===== src/rtl/npu_result_axis_packer_if.sv =====
// AXI-Stream result channel of the NPU readout packer.
// Two 8-bit lanes per beat with byte strobes and end-of-pass marker.
interface npu_result_axis_packer_if #(
   parameter int DATA_WIDTH = 16
);
   logic                    tvalid;
   logic [DATA_WIDTH-1:0]   tdata;
   logic [DATA_WIDTH/8-1:0] tstrb;
   logic                    tlast;
   logic                    tready;

   modport master (
      output tvalid, tdata, tstrb, tlast,
      input  tready
   );

   modport slave (
      input  tvalid, tdata, tstrb, tlast,
      output tready
   );
endinterface


===== src/rtl/npu_result_axis_packer.sv =====
// Packs 6-bit ADC codes two-per-beat into a FIFO-buffered AXI-Stream master.
// Optional PACKER_OFFSET_SUB_EN: offset-subtract stage (offset latched at start).
module npu_result_axis_packer #(
   parameter int AXIS_DATA_WIDTH = 16,
   parameter int ADC_WIDTH       = 6,
   parameter int MAX_NUM_BL      = 256,
   parameter int FIFO_DEPTH      = 16,
   localparam int NBW = $clog2(MAX_NUM_BL + 1),
   localparam int AW  = $clog2(FIFO_DEPTH),
   localparam int LW  = AXIS_DATA_WIDTH / 2,
   localparam int EW  = AXIS_DATA_WIDTH + 3
) (
   input  logic                 clk,
   input  logic                 reset,
   input  logic                 start,
   input  logic [NBW-1:0]       num_bl,
`ifdef PACKER_OFFSET_SUB_EN
   input  logic [ADC_WIDTH-1:0] offset,
`endif
   input  logic                 sample_valid,
   input  logic [ADC_WIDTH-1:0] sample_data,
   output logic                 busy,
   output logic                 done,
   output logic                 overflow,
   npu_result_axis_packer_if.master m00_axis
);

   typedef enum logic [2:0] {
      S_IDLE,
      S_RUN,
      S_PEND,
      S_DRAIN,
      S_DONE
   } state_t;

   state_t         state, state_nx;
   logic [NBW-1:0] n_q, cnt_q;
   logic [LW-1:0]  lane0_q;
   logic           pk_valid;
   logic [LW-1:0]  pk_code;
   logic           last_code;

   logic           push, pop, accept, drop;
   logic [EW-1:0]  push_word, head;
   logic [EW-1:0]  mem [FIFO_DEPTH];
   logic [AW-1:0]  wr_ptr, rd_ptr;
   logic [AW:0]    count;
   logic           full, empty;

`ifdef PACKER_OFFSET_SUB_EN
   logic [ADC_WIDTH-1:0] off_q, sub;
   logic                 pk_valid_q;
   logic [LW-1:0]        pk_code_q;

   assign sub = (sample_data > off_q) ? sample_data - off_q : '0;

   // Pipe stage only admits codes while a pass is running.
   always_ff @(posedge clk) begin
      if (reset) begin
         off_q      <= '0;
         pk_valid_q <= 1'b0;
         pk_code_q  <= '0;
      end else begin
         pk_valid_q <= sample_valid && (state == S_RUN);
         pk_code_q  <= LW'(sub);
         if (state == S_IDLE && start)
            off_q <= offset;
      end
   end

   assign pk_valid = pk_valid_q;
   assign pk_code  = pk_code_q;
`else
   assign pk_valid = sample_valid;
   assign pk_code  = LW'(sample_data);
`endif

   assign last_code = (cnt_q + NBW'(1)) == n_q;

   assign full   = count == (AW+1)'(FIFO_DEPTH);
   assign empty  = count == '0;
   assign pop    = !empty && m00_axis.tready;
   // A full FIFO still takes a beat when the head leaves in the same cycle.
   assign accept = push && (!full || pop);
   assign drop   = push && full && !pop;

   always_ff @(posedge clk) begin
      if (accept)
         mem[wr_ptr] <= push_word;
   end

   always_ff @(posedge clk) begin
      if (reset) begin
         wr_ptr <= '0;
         rd_ptr <= '0;
         count  <= '0;
      end else begin
         if (accept)
            wr_ptr <= wr_ptr + 1'b1;
         if (pop)
            rd_ptr <= rd_ptr + 1'b1;
         if (accept && !pop)
            count <= count + 1'b1;
         else if (!accept && pop)
            count <= count - 1'b1;
      end
   end

   assign head            = mem[rd_ptr];
   assign m00_axis.tvalid = !empty;
   assign m00_axis.tdata  = empty ? '0 : head[AXIS_DATA_WIDTH-1:0];
   assign m00_axis.tstrb  = empty ? '0 : head[AXIS_DATA_WIDTH+1:AXIS_DATA_WIDTH];
   assign m00_axis.tlast  = empty ? 1'b0 : head[EW-1];

   always_ff @(posedge clk) begin
      if (reset) begin
         state    <= S_IDLE;
         n_q      <= '0;
         cnt_q    <= '0;
         lane0_q  <= '0;
         overflow <= 1'b0;
      end else begin
         state <= state_nx;
         if (state == S_IDLE && start) begin
            n_q      <= num_bl;
            cnt_q    <= '0;
            overflow <= 1'b0;
         end else if (state == S_RUN && pk_valid) begin
            cnt_q <= cnt_q + NBW'(1);
            if (!cnt_q[0])
               lane0_q <= pk_code;
         end
         if (drop)
            overflow <= 1'b1;
      end
   end

   always_comb begin
      state_nx  = state;
      push      = 1'b0;
      push_word = '0;
      busy      = 1'b0;
      done      = 1'b0;
      unique case (state)
         S_IDLE: begin
            if (start)
               state_nx = (num_bl == '0) ? S_DONE : S_RUN;
         end
         S_RUN: begin
            busy = 1'b1;
            if (pk_valid) begin
               if (cnt_q[0]) begin
                  push      = 1'b1;
                  push_word = {last_code, 2'b11, pk_code, lane0_q};
               end else if (last_code) begin
                  push      = 1'b1;
                  push_word = {1'b1, 2'b01, {LW{1'b0}}, pk_code};
               end
               if (last_code)
                  state_nx = accept ? S_DRAIN : S_PEND;
            end
         end
         S_PEND: begin
            busy      = 1'b1;
            push      = 1'b1;
            push_word = {1'b1, 2'b00, {AXIS_DATA_WIDTH{1'b0}}};
            if (accept)
               state_nx = S_DRAIN;
         end
         S_DRAIN: begin
            busy = 1'b1;
            if (pop && m00_axis.tlast)
               state_nx = S_DONE;
         end
         S_DONE: begin
            done     = 1'b1;
            state_nx = S_IDLE;
         end
         default: state_nx = S_IDLE;
      endcase
   end

endmodule

===== src/flat_wrapper.sv =====
// flat-port wrapper written by rule: the top's interface ports become plain ports
module npu_result_axis_packer_flat 
#(
   parameter int AXIS_DATA_WIDTH = 16,
   parameter int ADC_WIDTH       = 6,
   parameter int MAX_NUM_BL      = 256,
   parameter int FIFO_DEPTH      = 16,
   localparam int NBW = $clog2(MAX_NUM_BL + 1),
   localparam int AW  = $clog2(FIFO_DEPTH),
   localparam int LW  = AXIS_DATA_WIDTH / 2,
   localparam int EW  = AXIS_DATA_WIDTH + 3
)
  (clk, reset, start, num_bl, sample_valid, sample_data, busy, done, overflow, m00_axis_tvalid, m00_axis_tdata, m00_axis_tstrb, m00_axis_tlast, m00_axis_tready);
  npu_result_axis_packer_if m00_axis_i ();
  input  logic clk;
  input  logic reset;
  input  logic start;
  input  logic [NBW-1:0] num_bl;
  input  logic sample_valid;
  input  logic [ADC_WIDTH-1:0] sample_data;
  output logic busy;
  output logic done;
  output logic overflow;
  output wire logic [$bits(m00_axis_i.tvalid)-1:0] m00_axis_tvalid;
  output wire logic [$bits(m00_axis_i.tdata)-1:0] m00_axis_tdata;
  output wire logic [$bits(m00_axis_i.tstrb)-1:0] m00_axis_tstrb;
  output wire logic [$bits(m00_axis_i.tlast)-1:0] m00_axis_tlast;
  input wire logic [$bits(m00_axis_i.tready)-1:0] m00_axis_tready;
  assign m00_axis_tvalid = m00_axis_i.tvalid;
  assign m00_axis_tdata = m00_axis_i.tdata;
  assign m00_axis_tstrb = m00_axis_i.tstrb;
  assign m00_axis_tlast = m00_axis_i.tlast;
  assign m00_axis_i.tready = m00_axis_tready;
  npu_result_axis_packer #(.AXIS_DATA_WIDTH(AXIS_DATA_WIDTH), .ADC_WIDTH(ADC_WIDTH), .MAX_NUM_BL(MAX_NUM_BL), .FIFO_DEPTH(FIFO_DEPTH)) u_core (.clk(clk), .reset(reset), .start(start), .num_bl(num_bl), .sample_valid(sample_valid), .sample_data(sample_data), .busy(busy), .done(done), .overflow(overflow), .m00_axis(m00_axis_i));
endmodule

===== config.mk =====
export PLATFORM = sky130hd
export DESIGN_NAME = npu_result_axis_packer_flat
export DESIGN_NICKNAME = d
export VERILOG_FILES = /design/src/rtl/npu_result_axis_packer_if.sv /design/src/rtl/npu_result_axis_packer.sv /design/src/flat_wrapper.sv
export SDC_FILE = /design/constraint.sdc
export NUM_CORES = 1
export LEC_CHECK = 0
export BUFFER_PORTS_ARGS = -buffer_cell sky130_fd_sc_hd__buf_4
export CAP_MARGIN = 15
export CORE_MARGIN = 10
export CORE_UTILIZATION = 28
export CTS_CLUSTER_SIZE = 14
export DETAILED_ROUTE_END_ITERATION = 8
export GPL_TIMING_DRIVEN = 0
export PLACE_DENSITY = 0.43
export SYNTH_ARGS = -nofsm -noshare
export SYNTH_HDL_FRONTEND = slang
export SYNTH_SLANG_ARGS = --single-unit

===== constraint.sdc =====
create_clock -name clk -period 4.29 [get_ports clk]
set_input_delay 0.2145 -clock clk [delete_from_list [all_inputs] [get_ports clk]]
set_output_delay 0.2145 -clock clk [all_outputs]
set_load 0.1 [all_outputs]

After elaboration in Yosys (flattened, before gate mapping)

Memories as Yosys holds them, arrays and structs flattened. A register that Yosys moved wholly into a read port is not among the register bits.
Cells that the tools add are included.

Add/subtract/negate cells: 5
Eq/ne operators: 11
Reduce and logical (&&, ||, !) cells: 23
Bitwise operators: 2
Mux-type cells: 29

Operator list:

| operator                                                           | count |
|---|---|
| 19-bit 2-to-1 mux                                                  | 3 |
| 19-bit one-hot mux with 2 select lines                             | 1 |
| 3-bit 2-to-1 mux                                                   | 6 |
| 16-bit 2-to-1 mux                                                  | 1 |
| 3-bit one-hot mux with 4 select lines                              | 1 |
| 1-bit 2-to-1 mux                                                   | 11 |
| 5-bit 2-to-1 mux                                                   | 2 |
| 9-bit by 1-bit adder with 9-bit output, second input constant      | 1 |
| 9-bit == test                                                      | 1 |
| 1-bit logical AND                                                  | 9 |
| 9-bit zero test                                                    | 1 |
| 4-bit by 1-bit adder with 4-bit output, second input constant      | 2 |
| 4-bit 2-to-1 mux                                                   | 2 |
| 3-bit by 2-bit == test with 1-bit output, second input constant    | 2 |
| 2-bit by 1-bit != test with 1-bit output, second input constant    | 3 |
| 5-bit by 1-bit adder with 5-bit output, second input constant      | 1 |
| 5-bit == test, second input constant                               | 1 |
| 5-bit zero test                                                    | 1 |
| 5-bit AND reduction                                                | 1 |
| 5-bit by 1-bit subtractor with 5-bit output, second input constant | 1 |
| 1-bit zero test                                                    | 4 |
| 2-bit != test, second input constant                               | 2 |
| 2-bit nonzero test                                                 | 2 |
| 3-bit by 1-bit == test with 1-bit output, second input constant    | 1 |
| 9 further kinds                                                    | 10 |

RAM bits: 304
Bits in registers: 41
Output and inout bits: 23
Input port bits: 20
Word-level logic and storage cells: 79
Memories: 1

Memories:

| name       | depth | width | rd ports | clocked after Yosys merged registers in | write ports | RTL line                     | text |
|---|---|---|---|---|---|---|---|
| u_core.mem | 16    | 19    | 1        | 1                                       | 1           | npu_result_axis_packer.sv:45 | `logic [EW-1:0] mem [FIFO_DEPTH];` |

Depth between registers and ports, before layout

Depth in word-level cells: 11
Mapped depth: 17
Depth with buffers taken out: 15

Worst setup path before layout

Ideal clock, no wire load.

Kind: register -> register
From: register u_core.cnt_q[1]
To: register u_core.count[4]
Setup slack: 0.587 ns
Library setup time: 0.070 ns
Data required time: 4.220 ns
Cell stages (with the launch flop): 17
Arrival: 3.632 ns
Period minus slack after synthesis: 3.703 ns
Buffers on the path: 2
Cell sequence: dfxtp_1 -> ha_1 -> buf_2 -> o21ba_2 -> a221o_1 -> a222oi_1 -> o211ai_1 -> a21oi_1 -> buf_2 -> ha_1 -> inv_1 -> fa_1 -> a21o_1 -> a21oi_1 -> xnor2_1 -> or3_1 -> a21oi_1

Cells in the longest elaborated chain, start to end: 10
Elaborated cells on any way between the ends: 12
Classes of those cells: add/sub (1); eq/ne (1); mux (5); reduce/logical (5)

Ends and longest elaborated chain:

| element                                  | RTL line                      | text |
|---|---|---|
| start: declaration                       | npu_result_axis_packer.sv:37  | `logic [NBW-1:0] n_q, cnt_q;` |
| start signal: assignment                 | npu_result_axis_packer.sv:129 | `cnt_q <= cnt_q + NBW'(1);` |
| 9-bit by 1-bit adder with 9-bit output * | npu_result_axis_packer.sv:78  | `assign last_code = (cnt_q + NBW'(1)) == n_q;` |
| 9-bit == test *                          | npu_result_axis_packer.sv:78  |  |
| 1-bit 2-to-1 mux *                       | npu_result_axis_packer.sv:155 | `end else if (last_code) begin` |
| 1-bit 2-to-1 mux *                       | npu_result_axis_packer.sv:152 | `if (cnt_q[0]) begin` |
| 1-bit 2-to-1 mux *                       | npu_result_axis_packer.sv:151 | `if (pk_valid) begin` |
| 1-bit one-hot mux with 2 select lines *  | npu_result_axis_packer.sv:144 | `unique case (state)` |
| 1-bit logical AND *                      | npu_result_axis_packer.sv:84  | `assign accept = push && (!full \|\| pop);` |
| net u_core.accept                        | npu_result_axis_packer.sv:43  | `logic push, pop, accept, drop;` |
| 1-bit zero test                          | npu_result_axis_packer.sv:104 | `else if (!accept && pop)` |
| 1-bit logical AND                        | npu_result_axis_packer.sv:104 |  |
| 2-bit nonzero test (no source line)      | n/a                           |  |
| end signal: assignment                   | npu_result_axis_packer.sv:103 | `count <= count + 1'b1;` |
| end signal: assignment                   | npu_result_axis_packer.sv:105 | `count <= count - 1'b1;` |
| end: declaration                         | npu_result_axis_packer.sv:47  | `logic [AW:0] count;` |

The timed path passes the listed nets; every way through them passes the cells marked *.
A chain may end at the register's enable or synchronous reset.

Final worst setup path

From: register u_core.cnt_q[0]
To: register u_core.count[4]

Cells in the longest elaborated chain, start to end: 10
Elaborated cells on any way between the ends: 12
Classes of those cells: add/sub (1); eq/ne (1); mux (5); reduce/logical (5)

Ends and longest elaborated chain:

| element                                 | RTL line |
|---|---|
| 9-bit by 1-bit adder with 9-bit output  | npu_result_axis_packer.sv:78 |
| 9-bit == test                           | npu_result_axis_packer.sv:78 |
| 1-bit 2-to-1 mux                        | npu_result_axis_packer.sv:155 |
| 1-bit 2-to-1 mux *                      | npu_result_axis_packer.sv:152 |
| 1-bit 2-to-1 mux *                      | npu_result_axis_packer.sv:151 |
| 1-bit one-hot mux with 2 select lines * | npu_result_axis_packer.sv:144 |
| 1-bit logical AND *                     | npu_result_axis_packer.sv:84 |
| net u_core.accept                       | npu_result_axis_packer.sv:43 |
| 1-bit zero test                         | npu_result_axis_packer.sv:104 |
| 1-bit logical AND                       | npu_result_axis_packer.sv:104 |
| 2-bit nonzero test (no source line)     | n/a |

Marked as above.

==> results.sh <==
export IMPL_clock_sinks=285
export IMPL_fin_crit_ns=4.060
export IMPL_skew_ns=0.01343
export IMPL_r2r_start="u_core.cnt_q[0]"
export IMPL_dp_hpwl_um=18670
export IMPL_fin_nets=836
export IMPL_htreeDepth=2
export IMPL_worstReg2RegEnd="u_core.count[4]"
export IMPL_drive_gt1_frac=0.2497
export IMPL_use_met3=0.02238
export IMPL_ioPinCount=43
export IMPL_yosys_area_top_type="edfxtp_1"
export IMPL_path_depth=16
export IMPL_die_h_um=224.5
export IMPL_routed_via_density=4.613
export IMPL_drcViolationCount=0
export IMPL_arrival_ns=4.49
export IMPL_use_met2=0.1801
export IMPL_synth_flop_cell="edfxtp_1"
export IMPL_seq_area_frac_synth=0.6926
export IMPL_place_congestion=0.7275
export IMPL_hp_start="sample_valid"
export IMPL_fin_util=0.3440
export IMPL_synth_top_cell_area_share=0.6156
export IMPL_post_synth_cell_area_avg_um2=16.92
export IMPL_grt_busiest_layer="met2"
export IMPL_p_leak_uw=0.004652
export IMPL_yosysUniqueCellTypes=52
export IMPL_cts_tree="built"
export IMPL_syn_to_final_growth_pct=20.79
export IMPL_final_cells=1358
export IMPL_clock_path_buffers=3
export IMPL_grt_usage=0.1165
export IMPL_synth_edf_count=240
export IMPL_fp_dieW_um=224.5
export IMPL_cp_slowest_stage_delay_ns=0.41
export IMPL_cpMaxStageDelayCell="fa_1"
export IMPL_rrSetupSlack_ns=0.23
export IMPL_cts_buffers=34
export IMPL_drt_iter0_drc=314
export IMPL_synthArstFlopShare=0
export IMPL_critPathCapture="u_core.count[4]"
export IMPL_ant_nets=0
export IMPL_cp_startpoint="u_core.cnt_q[0]"
export IMPL_fin_setup_tns_ns=0
export IMPL_synth_area_mm2=0.01171
export IMPL_dp_cells=1274
export IMPL_vdd_drop_max_v=0.0003173
export IMPL_crit_top_cell="a21oi_2"
export IMPL_vias=6265
export IMPL_clockRootBuffer="clkbuf_16"
export IMPL_min_path_type="input port to register"
export IMPL_antenna_found_initial=1
export IMPL_synth_most_common_cell="edfxtp_1"
export IMPL_synthTopCellsByArea="edfxtp_1 62%, mux4_2 14%, dfxtp_1 7.7%, nand2_1 1.7%, a21oi_1 1.6%"
export IMPL_grt_ovfl_total=0
export IMPL_tightest_slew_ns=1.199
export IMPL_ys_ff_latch=285
export IMPL_p_per_area_mw_per_mm2=559.1
export IMPL_crit_type="register to register"
export IMPL_max_freq_mhz=246.3
export IMPL_required_ns=4.72
export IMPL_synth_commonest_cells="240 x edfxtp_1, 74 x mux4_2, 54 x nand2_1"
export IMPL_grt_pass1_vias=6515
export IMPL_reg2reg_depth=16
export IMPL_maxCapViolCount=0
export IMPL_grt_pass1_wl_um=43650
export IMPL_finalCritPeriodShare=0.9464
export IMPL_multi_input_area_mm2=0.003410
export IMPL_total_power_uw=7905
export IMPL_core_area_mm2=0.04111
export IMPL_crit_family="compound AO/OA/AOI/OAI gates"
export IMPL_synthCells=692
export IMPL_crit_chain="ha_1 > buf_2 > o21ba_2 > a221o_1 > a222oi_1 > o211ai_1 > a21oi_2 > buf_6 > ha_2 > inv_1 > fa_1 > a21o_1 > a21oi_2 > xnor2_1 > or3_1 > a21oi_1"
export IMPL_end_kind="register"
export IMPL_fillers=3978
export IMPL_worstSkewPairLatency_ns=0.51
export IMPL_finalMaxSlewViolations=0
export IMPL_firstDrtPassIters=4
export IMPL_dieArea_mm2=0.05039
export IMPL_setup_viol_count_final=0
export IMPL_clk_pin_slew_ns=0.06
export IMPL_wl_per_cell_um=21.31
export IMPL_status="completed"
export IMPL_totalWireLength_um=28930
export IMPL_critPathBufInv=3
export IMPL_ys_warn_count=0
export IMPL_start_kind="register"
export IMPL_met1_usage=0.1658
export IMPL_rsz0062_at_grt="no"
export IMPL_hold_viol=0
export IMPL_crit_fanout=10
export IMPL_grt_start_max_net_pins=17
export IMPL_start_util=0.2848
export IMPL_relSlewSlack=0.2004
export IMPL_fp_row_count=74
export IMPL_port_buffer_count=38
export IMPL_register_area_mm2=0.008109
[tightest hold or removal path, stage by stage]
cell	delay, ns
buf_4	0.12
inv_1	0.04
or4b_1	0.12
a41o_1	0.17
[repair_timing]
action	CTS	global route
hold buffers	15	0
resized for setup	2	12
buffers inserted	0	3
pin swaps	1	3
endpoints found under the hold margin	15	0
cloned	0	0
endpoints found under the setup margin	4	13
[cell usage in the layout, fill, tap and decap left out, drive strengths merged, types with 2 or more instances in the layout]
master	instances
nor4	4
a21boi	2
o21ai	4
mux2i	4
edfxtp	240
clkbuf	72
nor3	8
and3	19
xnor2	12
or3	4
inv	8
dfxtp	45
xor2	10
dlygate4sd3	15
nand2	54
ha	10
mux4	74
nand3	7
mux2	4
nor2b	8
nor2	33
or2	2
nand2b	5
a21o	4
nand4	3
conb	4
o211ai	2
bufinv	2
nand3b	9
clkinv	8
and2	18
a21oi	38
buf	76
[routing by layer]
layer / vias to the layer above / share of wire / wire length [µm]
met3: 30 / 0.047 / 1351
met2: 133 / 0.46 / 13260
met1: 3182 / 0.48 / 13890
met5: - / 0 / 0
li1: 2920 / - / -
met4: 0 / 0.015 / 432
[how the worst min path moves through the flow]
stage | cells past startpoint | slack (ns) | endpoint
3_3_place_gp | 2 | 0.45 | u_core.lane0_q[3]
5_1_grt | 5 | 0.20 | u_core.state[2]
6_report | 4 | 0.19 | u_core.state[0]
2_1_floorplan | 2 | 0.35 | u_core.lane0_q[0]
4_1_cts | 4 | 0.15 | u_core.state[0]
3_5_place_dp | 2 | 0.45 | u_core.lane0_q[4]
[cell families after synthesis]
| group | share of synthesized area |
|---|---|
| flip-flops | 0.6926 |
| AO/OA/AOI/OAI | 0.03228 |
| AND/OR/NAND/NOR | 0.07706 |
| other | 0.0003203 |
| adder cells (fa/ha/maj) | 0.01240 |
| buffers and inverters | 0.01924 |
| multiplexers | 0.1496 |
| XOR/XNOR | 0.01646 |
[flip-flops by register name, indices dropped and copies added, names as in the netlist, named ones only]
name / flops
u_core.count: 5
u_core.lane0_q: 6
u_core.cnt_q: 9
u_core.state: 3
u_core.n_q: 9
u_core.rd_ptr: 4
u_core.wr_ptr: 4
u_core.overflow: 1
u_core.mem: 240
[power breakdown]
| part | leakage (µW) | internal [µW] | switching (µW) |
|---|---|---|---|
| registers | 0.00260 | 3010 | 35.1 |
| logic | 0.00156 | 663 | 1500 |
| clock network | 0.000498 | 1610 | 1080 |
| total | 0.00465 | 5290 | 2620 |
[area by class of cell]
type,count,share of cell area
Sequential cell,285,0.5735
Multi-Input combinational cell,359,0.2411
Antenna cell,1,0.0001770
Inverter,7,0.001858
Timing Repair Buffer,74,0.04920
Buffer,44,0.01478
Tap cell,532,0.04708
Clock buffer,45,0.06460
Clock inverter,11,0.007698
[metrics by stage]
stage	hold slack (ns)	setup slack (ns)	area (µm²)
6_report	0.1866	0.2299	14140
5_1_grt	0.2015	0.02211	14140
4_1_cts	0.1534	-0.004002	14030
3_5_place_dp	0.4503	-0.1013	12850
3_3_place_gp	0.4480	-0.9791	12670
2_1_floorplan	0.3505	0.5873	11720
(Power assumes the default switching activity.)
